File: config.mk
export PLATFORM = sky130hd
export DESIGN_NAME = fsub_pipe
export DESIGN_NICKNAME = d
export VERILOG_FILES = /design/src/rtl/fsub_pipe.sv
export SDC_FILE = /design/constraint.sdc
export NUM_CORES = 1
export LEC_CHECK = 0
export BUFFER_PORTS_ARGS = -buffer_cell sky130_fd_sc_hd__buf_2
export CORE_ASPECT_RATIO = 0.8
export CORE_UTILIZATION = 30
export DETAILED_ROUTE_END_ITERATION = 7
export MAX_ROUTING_LAYER = met4
export PLACE_DENSITY = 0.5
export SLEW_MARGIN = 15
export SYNTH_ARGS = -nofsm -noshare
export SYNTH_HDL_FRONTEND = slang
export SYNTH_SLANG_ARGS = --single-unit
File: constraint.sdc
create_clock -name clk -period 4.3 [get_ports clk]
set_clock_uncertainty 0.2 [all_clocks]
set_input_delay 1.29 -clock clk [delete_from_list [all_inputs] [get_ports clk]]
set_output_delay 1.29 -clock clk [all_outputs]
set_load 0.01 [all_outputs]
File: src/rtl/fsub_pipe.sv
// fsub_pipe -- three-stage pipelined IEEE-754 single-precision subtractor, d = s - t.
//
// Stages:  1 align  (sign flip, flush, swap, exponent diff, right shift + sticky, specials)
//          2 add    (28-bit magnitude add/sub with sticky as LSB, leading-zero count)
//          3 round  (normalise, round-to-nearest-even, overflow/flush, output register)
// Denormal inputs are read as signed zero; denormal results become +0.
//
// Ports:
//   clk, rstn            clock, asynchronous active-low reset
//   in_valid / in_ready  operand handshake (in_ready is the pipeline advance condition)
//   s, t                 minuend, subtrahend
//   op_add               only with FSUB_PIPE_ADD_OP_EN defined: 1 computes s + t
//   out_valid/out_ready  result handshake
//   d, overflow          registered result; overflow marks finite operands that rounded to inf
//
// Build option: define FSUB_PIPE_ADD_OP_EN to add the op_add input.

module fsub_pipe #(
  parameter logic [31:0] QNAN = 32'h7fc00000
) (
  input  logic        clk,
  input  logic        rstn,
  input  logic        in_valid,
  output logic        in_ready,
  input  logic [31:0] s,
  input  logic [31:0] t,
`ifdef FSUB_PIPE_ADD_OP_EN
  input  logic        op_add,
`endif
  output logic        out_valid,
  input  logic        out_ready,
  output logic [31:0] d,
  output logic        overflow
);

  localparam int STAGES = 3;

  typedef struct packed {
    logic        spec;      // special-case result replaces the arithmetic path
    logic [31:0] spec_val;
    logic        sign;      // sign of the larger-magnitude operand
    logic [7:0]  exp;
    logic        eff_sub;
    logic [26:0] mg;        // carry, hidden, 23 frac, guard, round
    logic [26:0] ml;        // smaller operand, already aligned
    logic        sticky;
  } s1_t;

  typedef struct packed {
    logic        spec;
    logic [31:0] spec_val;
    logic        sign;
    logic [7:0]  exp;
    logic [27:0] sum;       // carry, hidden, 23 frac, G, R, S
    logic [4:0]  lzc;
  } s2_t;

  // ---------------------------------------------------------------- control
  logic [STAGES:1] vld_pipe;
  logic            adv, in_fire;

  assign adv       = !vld_pipe[STAGES] || out_ready;
  assign in_ready  = adv;
  assign out_valid = vld_pipe[STAGES];
  assign in_fire   = in_valid && adv;

  always_ff @(posedge clk or negedge rstn) begin
    if (!rstn)    vld_pipe <= '0;
    else if (adv) vld_pipe <= {vld_pipe[STAGES-1:1], in_fire};
  end

  // ---------------------------------------------------------------- stage 1
  logic        add_op;
`ifdef FSUB_PIPE_ADD_OP_EN
  assign add_op = op_add;
`else
  assign add_op = 1'b0;
`endif

  logic        a_sign, b_sign, a_zero, b_zero, a_inf, b_inf, a_nan, b_nan, swap;
  logic [7:0]  a_exp, b_exp, g_exp, l_exp, e_diff;
  logic [22:0] a_frac, b_frac, g_frac, l_frac;
  logic        g_sign, l_sign, g_zero, l_zero;
  logic [4:0]  sh;
  logic [52:0] l_wide;
  s1_t         s1_n, s1_q;

  assign a_sign = s[31];
  assign b_sign = t[31] ^ ~add_op;   // subtraction becomes addition of -t
  assign a_exp  = s[30:23];
  assign b_exp  = t[30:23];
  assign a_zero = (a_exp == 8'd0);
  assign b_zero = (b_exp == 8'd0);
  assign a_frac = a_zero ? 23'd0 : s[22:0];
  assign b_frac = b_zero ? 23'd0 : t[22:0];
  assign a_inf  = (a_exp == 8'hff) && (s[22:0] == 23'd0);
  assign b_inf  = (b_exp == 8'hff) && (t[22:0] == 23'd0);
  assign a_nan  = (a_exp == 8'hff) && (s[22:0] != 23'd0);
  assign b_nan  = (b_exp == 8'hff) && (t[22:0] != 23'd0);

  assign swap   = {b_exp, b_frac} > {a_exp, a_frac};
  assign g_sign = swap ? b_sign : a_sign;
  assign l_sign = swap ? a_sign : b_sign;
  assign g_exp  = swap ? b_exp  : a_exp;
  assign l_exp  = swap ? a_exp  : b_exp;
  assign g_frac = swap ? b_frac : a_frac;
  assign l_frac = swap ? a_frac : b_frac;
  assign g_zero = swap ? b_zero : a_zero;
  assign l_zero = swap ? a_zero : b_zero;

  // A shift of 26 already pushes the hidden bit past the round bit, so
  // larger distances only ever contribute to sticky.
  assign e_diff = g_exp - l_exp;
  assign sh     = (e_diff > 8'd26) ? 5'd26 : e_diff[4:0];
  assign l_wide = {1'b0, ~l_zero, l_frac, 2'b00, 26'd0} >> sh;

  always_comb begin
    s1_n         = '0;
    s1_n.sign    = g_sign;
    s1_n.exp     = g_exp;
    s1_n.eff_sub = g_sign ^ l_sign;
    s1_n.mg      = {1'b0, ~g_zero, g_frac, 2'b00};
    s1_n.ml      = l_wide[52:26];
    s1_n.sticky  = |l_wide[25:0];
    s1_n.spec    = 1'b1;
    if (a_nan)                                s1_n.spec_val = s | 32'h0040_0000;
    else if (b_nan)                           s1_n.spec_val = t | 32'h0040_0000;
    else if (a_inf && b_inf && a_sign != b_sign) s1_n.spec_val = QNAN;
    else if (a_inf)                           s1_n.spec_val = s;
    else if (b_inf)                           s1_n.spec_val = {b_sign, t[30:0]};
    else if (a_zero && b_zero)                s1_n.spec_val = {a_sign & b_sign, 31'd0};
    else                                      s1_n.spec     = 1'b0;
  end

  always_ff @(posedge clk or negedge rstn) begin
    if (!rstn)    s1_q <= '0;
    else if (adv) s1_q <= s1_n;
  end

  // ---------------------------------------------------------------- stage 2
  function automatic logic [4:0] lzc26(input logic [25:0] v);
    logic [4:0] n;
    n = 5'd26;
    for (int i = 0; i < 26; i++)
      if (v[i]) n = 5'(25 - i);
    return n;
  endfunction

  logic [27:0] gw, lw, sum_n;
  s2_t         s2_n, s2_q;

  // Sticky sits in the LSB so a nonzero tail of l borrows from g. |g| >= |l|
  // keeps the difference non-negative.
  assign gw    = {s1_q.mg, 1'b0};
  assign lw    = {s1_q.ml, s1_q.sticky};
  assign sum_n = s1_q.eff_sub ? (gw - lw) : (gw + lw);

  always_comb begin
    s2_n          = '0;
    s2_n.spec     = s1_q.spec;
    s2_n.spec_val = s1_q.spec_val;
    s2_n.sign     = s1_q.sign;
    s2_n.exp      = s1_q.exp;
    s2_n.sum      = sum_n;
    s2_n.lzc      = lzc26(sum_n[26:1]);
  end

  always_ff @(posedge clk or negedge rstn) begin
    if (!rstn)    s2_q <= '0;
    else if (adv) s2_q <= s2_n;
  end

  // ---------------------------------------------------------------- stage 3
  logic [26:0]       w;        // hidden, 23 frac, G, R, S after normalisation
  logic signed [9:0] e, e2;
  logic              inc;
  logic [24:0]       mr;
  logic [31:0]       d_n;
  logic              ov_n;
  logic              unused_bits;

  always_comb begin
    if (s2_q.sum[27]) begin
      // Carry out: the bit dropped by the right shift folds into sticky.
      w = {s2_q.sum[27:2], s2_q.sum[1] | s2_q.sum[0]};
      e = $signed({2'b00, s2_q.exp}) + 10'sd1;
    end else begin
      w = s2_q.sum[26:0] << s2_q.lzc;
      e = $signed({2'b00, s2_q.exp}) - $signed({5'd0, s2_q.lzc});
    end
    inc  = w[2] & (w[1] | w[0] | w[3]);
    mr   = {1'b0, w[26:3]} + {24'd0, inc};
    e2   = mr[24] ? (e + 10'sd1) : e;   // rounding carried into a new binade
    d_n  = '0;
    ov_n = 1'b0;
    if (s2_q.spec)                                d_n = s2_q.spec_val;
    else if (s2_q.sum == 28'd0 || e <= 10'sd0)    d_n = '0;
    else if (e2 >= 10'sd255) begin
      d_n  = {s2_q.sign, 8'hff, 23'd0};
      ov_n = 1'b1;
    end else
      d_n = {s2_q.sign, e2[7:0], mr[24] ? 23'd0 : mr[22:0]};
  end

  // Hidden bit of the rounded mantissa is implicit in the encoding.
  assign unused_bits = mr[23];

  always_ff @(posedge clk or negedge rstn) begin
    if (!rstn) begin
      d        <= '0;
      overflow <= 1'b0;
    end else if (adv && vld_pipe[STAGES-1]) begin
      d        <= d_n;
      overflow <= ov_n;
    end
  end

endmodule
==> metrics.cfg, run 1 <==
[status]
status = finished, violations left
violations = setup timing

[synthesis]
syn_inst = 2214
synth_commonest_cells = nand2_1 (352), nor2_1 (253), dfrtp_1 (205)
synth_area_leaders = dfrtp_1 (29%), nand2_1 (7.5%), ha_1 (6.5%)
yosysSeqAreaShare = 0.2926
synth.largest_area_cell = dfrtp_1
syn_area_um2 = 17530
synth_ff_type = dfrtp_1
synth_most_common_cell = nand2_1
synth.net_count = 2375
yosys.area.top_type_share = 0.2926
ys_types = 101
synth_area_per_cell_um2 = 7.920
async_flop_share = 1.000
synth_seq_cells = 205
yosysWarningCount = 0
synth-edff-count = 0

[floorplanning]
start_util = 0.3066
die_width_um = 272.3
io_pins = 103
die_area_um2 = 59420
rows = 78
die_h_um = 218.2
coreArea_um2 = 57190

[cells_and_area]
fin_cells = 3581
fillerInstances = 5774
nNetsFinal = 2968
antenna_cells = 0
area_growth_syn_to_layout_pct = 47.97
drive_above_1_share = 0.3779
final-seq-area_um2 = 5131
multi_input_area_um2 = 13100

[global_routing]
grt_util_all_layers = 0.2568
grt_pass1_wl_um = 114800
grt_max_degree = 92
antenna_found_initial = 1
grt_remaining_overflow = 0
first_global_vias = 18753

[detailed_routing]
avgRoutedWirePerCell_um = 21.25
drt-total-wl_um = 76100
via_count = 19489
drt_iter0_drc = 1954
final_antenna_net_count = 0
dr.pass1.iters = 5
avgViaCountPerCell = 5.442
drc_errors = 0

[setup_path]
crit_arrival_ps = 6890
crit_path_start_kind = input port
endpoint_kind = flip-flop
crit_type = in -> reg
worstPathRequired_ps = 4490
worst_path_largest_cell_delay_ps = 480
crit_slowest_cell = a2111oi_4
worstPathMaxFanout = 5

[power]
power_leakage_nw = 11.64
ir_worst_vdd_uv = 298.7
power_density_nw_per_um2 = 609.1

[timing]
finalSetupViolCount = 63
grt_setup_unrepaired = true
holdWs_ps = 264.8
drv_slew = 0
post-route-min-period_ps = 6706
max_slew_margin = 0.4014
setup_ws_ps = -2406
fin_crit_sh = 1.559
timing.fmax_mhz = 149.1
tightest_slew_ps = 898.0
hold_viol_final = 0

[clock_network]
clk_pin_slew_ps = 60
cts.sinks = 205
hold_buffers = 0
insertion_delay_ps = 530
ctsLongestPathBuffers = 3
cts_tree = yes
root_buffer = clkbuf_16
cts_max_level = 1
cts_buffers = 22

[place]
place_inst = 3452
port_buffers = 102
dp_hpwl_um = 58910
gp_congestion = 0.9963

[hold_path]
hp-class = reg -> reg

[flow_run]
maxCapViolCount = 0

[worst max-delay path, delay by kind of cell]
kind,cells,cell delay (ps)
AO/OA/AOI/OAI,13,2660
XOR/XNOR,1,160
adder cells (fa/ha/maj),2,470
buffers and inverters,5,660
AND/OR/NAND/NOR,9,1650
[report_power, final]
part,switching (mW),internal [mW]
combinational,5.62,5.07
clock,0.818,1.07
sequential,0.641,2.58
[timing repair]
item                                    CTS  global route
endpoints found under the setup margin   99            90
gates resized for setup                 213           206
pin swaps                                98           110
cloned                                    7             4
buffers inserted                         54            47
[worst paths after layout]
path / to / depth (start not counted) / slack, ps / startpoint
max: lw[0] / 30 / -2410 / t[25]
min: s2_q[40] / 2 / 260 / s1_q[63]
max reg2reg: d[16] / 19 / -460 / s2_q[0]
min reg2reg: s2_q[40] / 2 / 260 / s1_q[63]
max in group asynchronous: s1_q[76] / 2 / 2410 / rstn
min in group asynchronous: d[15] / 1 / 560 / rstn
[per-layer routing]
layer | up-vias | track usage | share of wire
met5 | - | - | 0
met4 | 0 | 0.03764 | 0.015
met3 | 71 | 0.03670 | 0.068
met2 | 631 | 0.3624 | 0.42
met1 | 9570 | 0.3889 | 0.50
li1 | 9217 | - | -
[stage by stage]
step                        util  cell area [µm²]  total power, mW  setup slack [ps]  setup TNS, ps
after floorplan                -            17760            8.372             -2169         -54280
after global placement    0.3945            22560            12.28             -3090        -106920
after detailed placement  0.3945            22560            12.36             -3050        -109730
after CTS                 0.4302            24600            15.09             -2192         -61700
after global routing      0.4537            25940            16.83             -2629         -77900
final                     0.4537            25940            15.80             -2406         -66890
[final cells by class]
cell class | instances | share of cell area
clock buffer | 31 | 0.02406
clock inverter | 7 | 0.002845
inverter | 90 | 0.01345
multi-input combinational | 1786 | 0.5050
sequential | 205 | 0.1978
tap | 760 | 0.03665
timing repair buffer | 702 | 0.2202
[registers in the layout, indices dropped and copies added, names as in the netlist]
name,flops
lw,27
vld_pipe,3
overflow,1
d,32
gw,24
s1_q,43
s2_q,75
[kinds of logic (layout without fill, tap and decap cells)]
group	Yosys count	in the layout	synth area share
AOI/OAI and AO/OA	629	629	0.2411
xor gates and xnor gates	65	65	0.03332
adders and majority gates	93	93	0.06722
buffers and inverters	226	830	0.05452
DFF	205	205	0.2926
muxes	83	83	0.07164
and+or+nand+nor	913	916	0.2396
[cell usage in the layout (no fill, tap or decap), drive strengths merged, types with 15 or more instances in the layout]
cell | Yosys | final
inv | 87 | 87
nand2 | 353 | 355
buf | 41 | 697
and2 | 32 | 32
nor2b | 15 | 15
xnor2 | 42 | 42
or3 | 15 | 15
nand4 | 28 | 28
nand2b | 18 | 18
nand3 | 72 | 72
and3 | 18 | 18
mux2i | 37 | 37
o31ai | 22 | 22
nor4 | 29 | 29
ha | 91 | 91
a21o | 17 | 17
o22ai | 39 | 39
o211ai | 30 | 30
a21oi | 167 | 167
nor2 | 254 | 254
nor3 | 41 | 41
dfrtp | 205 | 205
mux2 | 16 | 16
clkbuf | 95 | 36
a211oi | 16 | 16
o21ai | 144 | 144
o21a | 31 | 31
a221oi | 31 | 31
mux4 | 30 | 30
a31oi | 25 | 25
xor2 | 23 | 23
Power figures use the tool's default switching activity.
==> inputs of run 2 (changes only) <==
--- a/config.mk
+++ b/config.mk
@@ -10,7 +10,7 @@
 export CORE_UTILIZATION = 30
 export DETAILED_ROUTE_END_ITERATION = 7
 export MAX_ROUTING_LAYER = met4
-export PLACE_DENSITY = 0.5
+export PLACE_DENSITY = 0.48
 export SLEW_MARGIN = 15
 export SYNTH_ARGS = -nofsm -noshare
 export SYNTH_HDL_FRONTEND = slang
==> constraint.sdc (replaced) <==
create_clock -name clk -period 6.8 [get_ports clk]
set_clock_uncertainty 0.2 [all_clocks]
set_input_delay 2.04 -clock clk [delete_from_list [all_inputs] [get_ports clk]]
set_output_delay 2.04 -clock clk [all_outputs]
set_load 0.01 [all_outputs]
==> metrics.cfg, run 2 (same netlist as run 1, synthesis figures left out) <==
[setup_path]
cpMostUsedCell = o21ai_1
endpoint_kind = flip-flop
crit_type = in -> reg
worstPathRequired_ps = 6990
crit_arrival_ps = 7640
crit_path_start_kind = input port
worstPathMaxFanout = 8
cp_top_family = compound AO/OA/AOI/OAI gates
crit_slowest_cell = or3_4
worst_path_largest_cell_delay_ps = 370
crit_buf_inv = 7

[global_routing]
grt_pass1_wl_um = 112000
first_global_vias = 17765
grt_util_all_layers = 0.2505
grt_max_degree = 115
grt_remaining_overflow = 0
antenna_found_initial = 9

[clock_network]
insertion_delay_ps = 520
ctsLongestPathBuffers = 3
cts_buffers = 22
hold_buffers = 0
cts.sinks = 205
cts_tree = yes
root_buffer = clkbuf_16
clk_pin_slew_ps = 60
cts_max_level = 1

[cells_and_area]
fillerInstances = 5922
reg_top3 = s2_q x75, s1_q x43, d x32
postLayoutCoreUtil = 0.4096
area_growth_syn_to_layout_pct = 33.60
mostFrequentLayoutCells = buf_4 (353), nand2_1 (334), nor2_1 (242), dfrtp_1 (205), a21oi_1 (155)
fin_cells = 3383
largest_reg_flops = 75
regMostFlops = s2_q
stdcell_area_um2 = 23430
drive_above_1_share = 0.2888
nNetsFinal = 2759
layout_commonest_cell = buf_4

[power]
power_density_nw_per_um2 = 376.0
power_leakage_nw = 10.34
ir_worst_vdd_uv = 200.8

[timing]
post-route-min-period_ps = 7448
hold_viol_final = 0
tightest_slew_ps = 1015
drv_slew = 0
grt_setup_unrepaired = true
fin_crit_sh = 1.095
max_slew_margin = 0.3231
setup_ws_ps = -648.4
timing.fmax_mhz = 134.3
finalSetupViolCount = 26

[place]
port_buffers = 102
gp_congestion = 0.9888
placed_cell_area_um2 = 21300
place_inst = 3296
dp_hpwl_um = 57350

[detailed_routing]
drt-total-wl_um = 73100
via_count = 18527
final_antenna_net_count = 0
drt_iter0_drc = 1684
avgRoutedWirePerCell_um = 21.61
dr.pass1.iters = 7
drc_errors = 0
avgViaCountPerCell = 5.477

[floorplanning]
die_area_um2 = 59420
rows = 78
coreArea_um2 = 57190
die_width_um = 272.3
io_pins = 103
start_util = 0.3066
die_h_um = 218.2

[flow_run]
maxCapViolCount = 0

[hold_path]
hp-class = reg -> reg

[status]
violations = setup timing
status = finished, violations left

[run 2: worst paths after layout]
kind	slack (ps)	startpoint	to	depth (start not counted)
setup reg to reg	990	s2_q[0]	d[7]	18
setup / recovery	-650	t[25]	lw[0]	32
max in group asynchronous	3930	rstn	s1_q[61]	2
hold / removal	270	s2_q[45]	s2_q[45]	2
min in group asynchronous	1340	rstn	gw[3]	1
hold reg to reg	270	s2_q[45]	s2_q[45]	2
[run 2: final cells by class]
type,count,area [µm²],share of cell area
Timing Repair Buffer,494,3734,0.1594
Sequential cell,205,5130,0.2190
Inverter,90,344.1,0.01469
Tap cell,760,950.9,0.04059
Antenna cell,9,22.52,0.0009614
Clock buffer,30,631.9,0.02697
Multi-Input combinational cell,1785,12430,0.5306
Clock inverter,10,183.9,0.007852
[run 2: tightest hold or removal path, stage by stage, from the launching register on]
cell     delay (ps)
dfrtp_1         340
nand2_1          50
nand2_1          50
[run 2: metrics by stage]
stage | hold slack, ps | TNS, ps | total power, mW | worst slack (ps)
finish | 265.1 | -7710 | 8.809 | -648.4
global route | 290.8 | -14780 | 9.428 | -910.9
CTS | 268.5 | -3931 | 8.678 | -426.0
detailed placement | 253.9 | -26400 | 7.106 | -1442
global placement | 252.0 | -24530 | 7.098 | -1412
floorplan | 231.0 | -1025 | 5.280 | -424.3
[run 2: power by group]
part	internal (mW)	switching (mW)
combinational	2.28	3.04
sequential	1.63	0.507
clock	0.842	0.514
[run 2: routing by layer]
metal / track usage / up-vias / wire (µm)
li1: - / 8811 / -
met1: 0.3827 / 9054 / 37340
met2: 0.3470 / 587 / 30010
met3: 0.03549 / 75 / 4537
met4: 0.04270 / 0 / 1205
met5: - / - / 0
[run 2: repair_timing]
item / CTS / global route
setup endpoints to repair: 27 / 27
gates cloned: 3 / 0
pin swaps: 43 / 25
resized for setup: 140 / 85
buffers inserted: 26 / 22
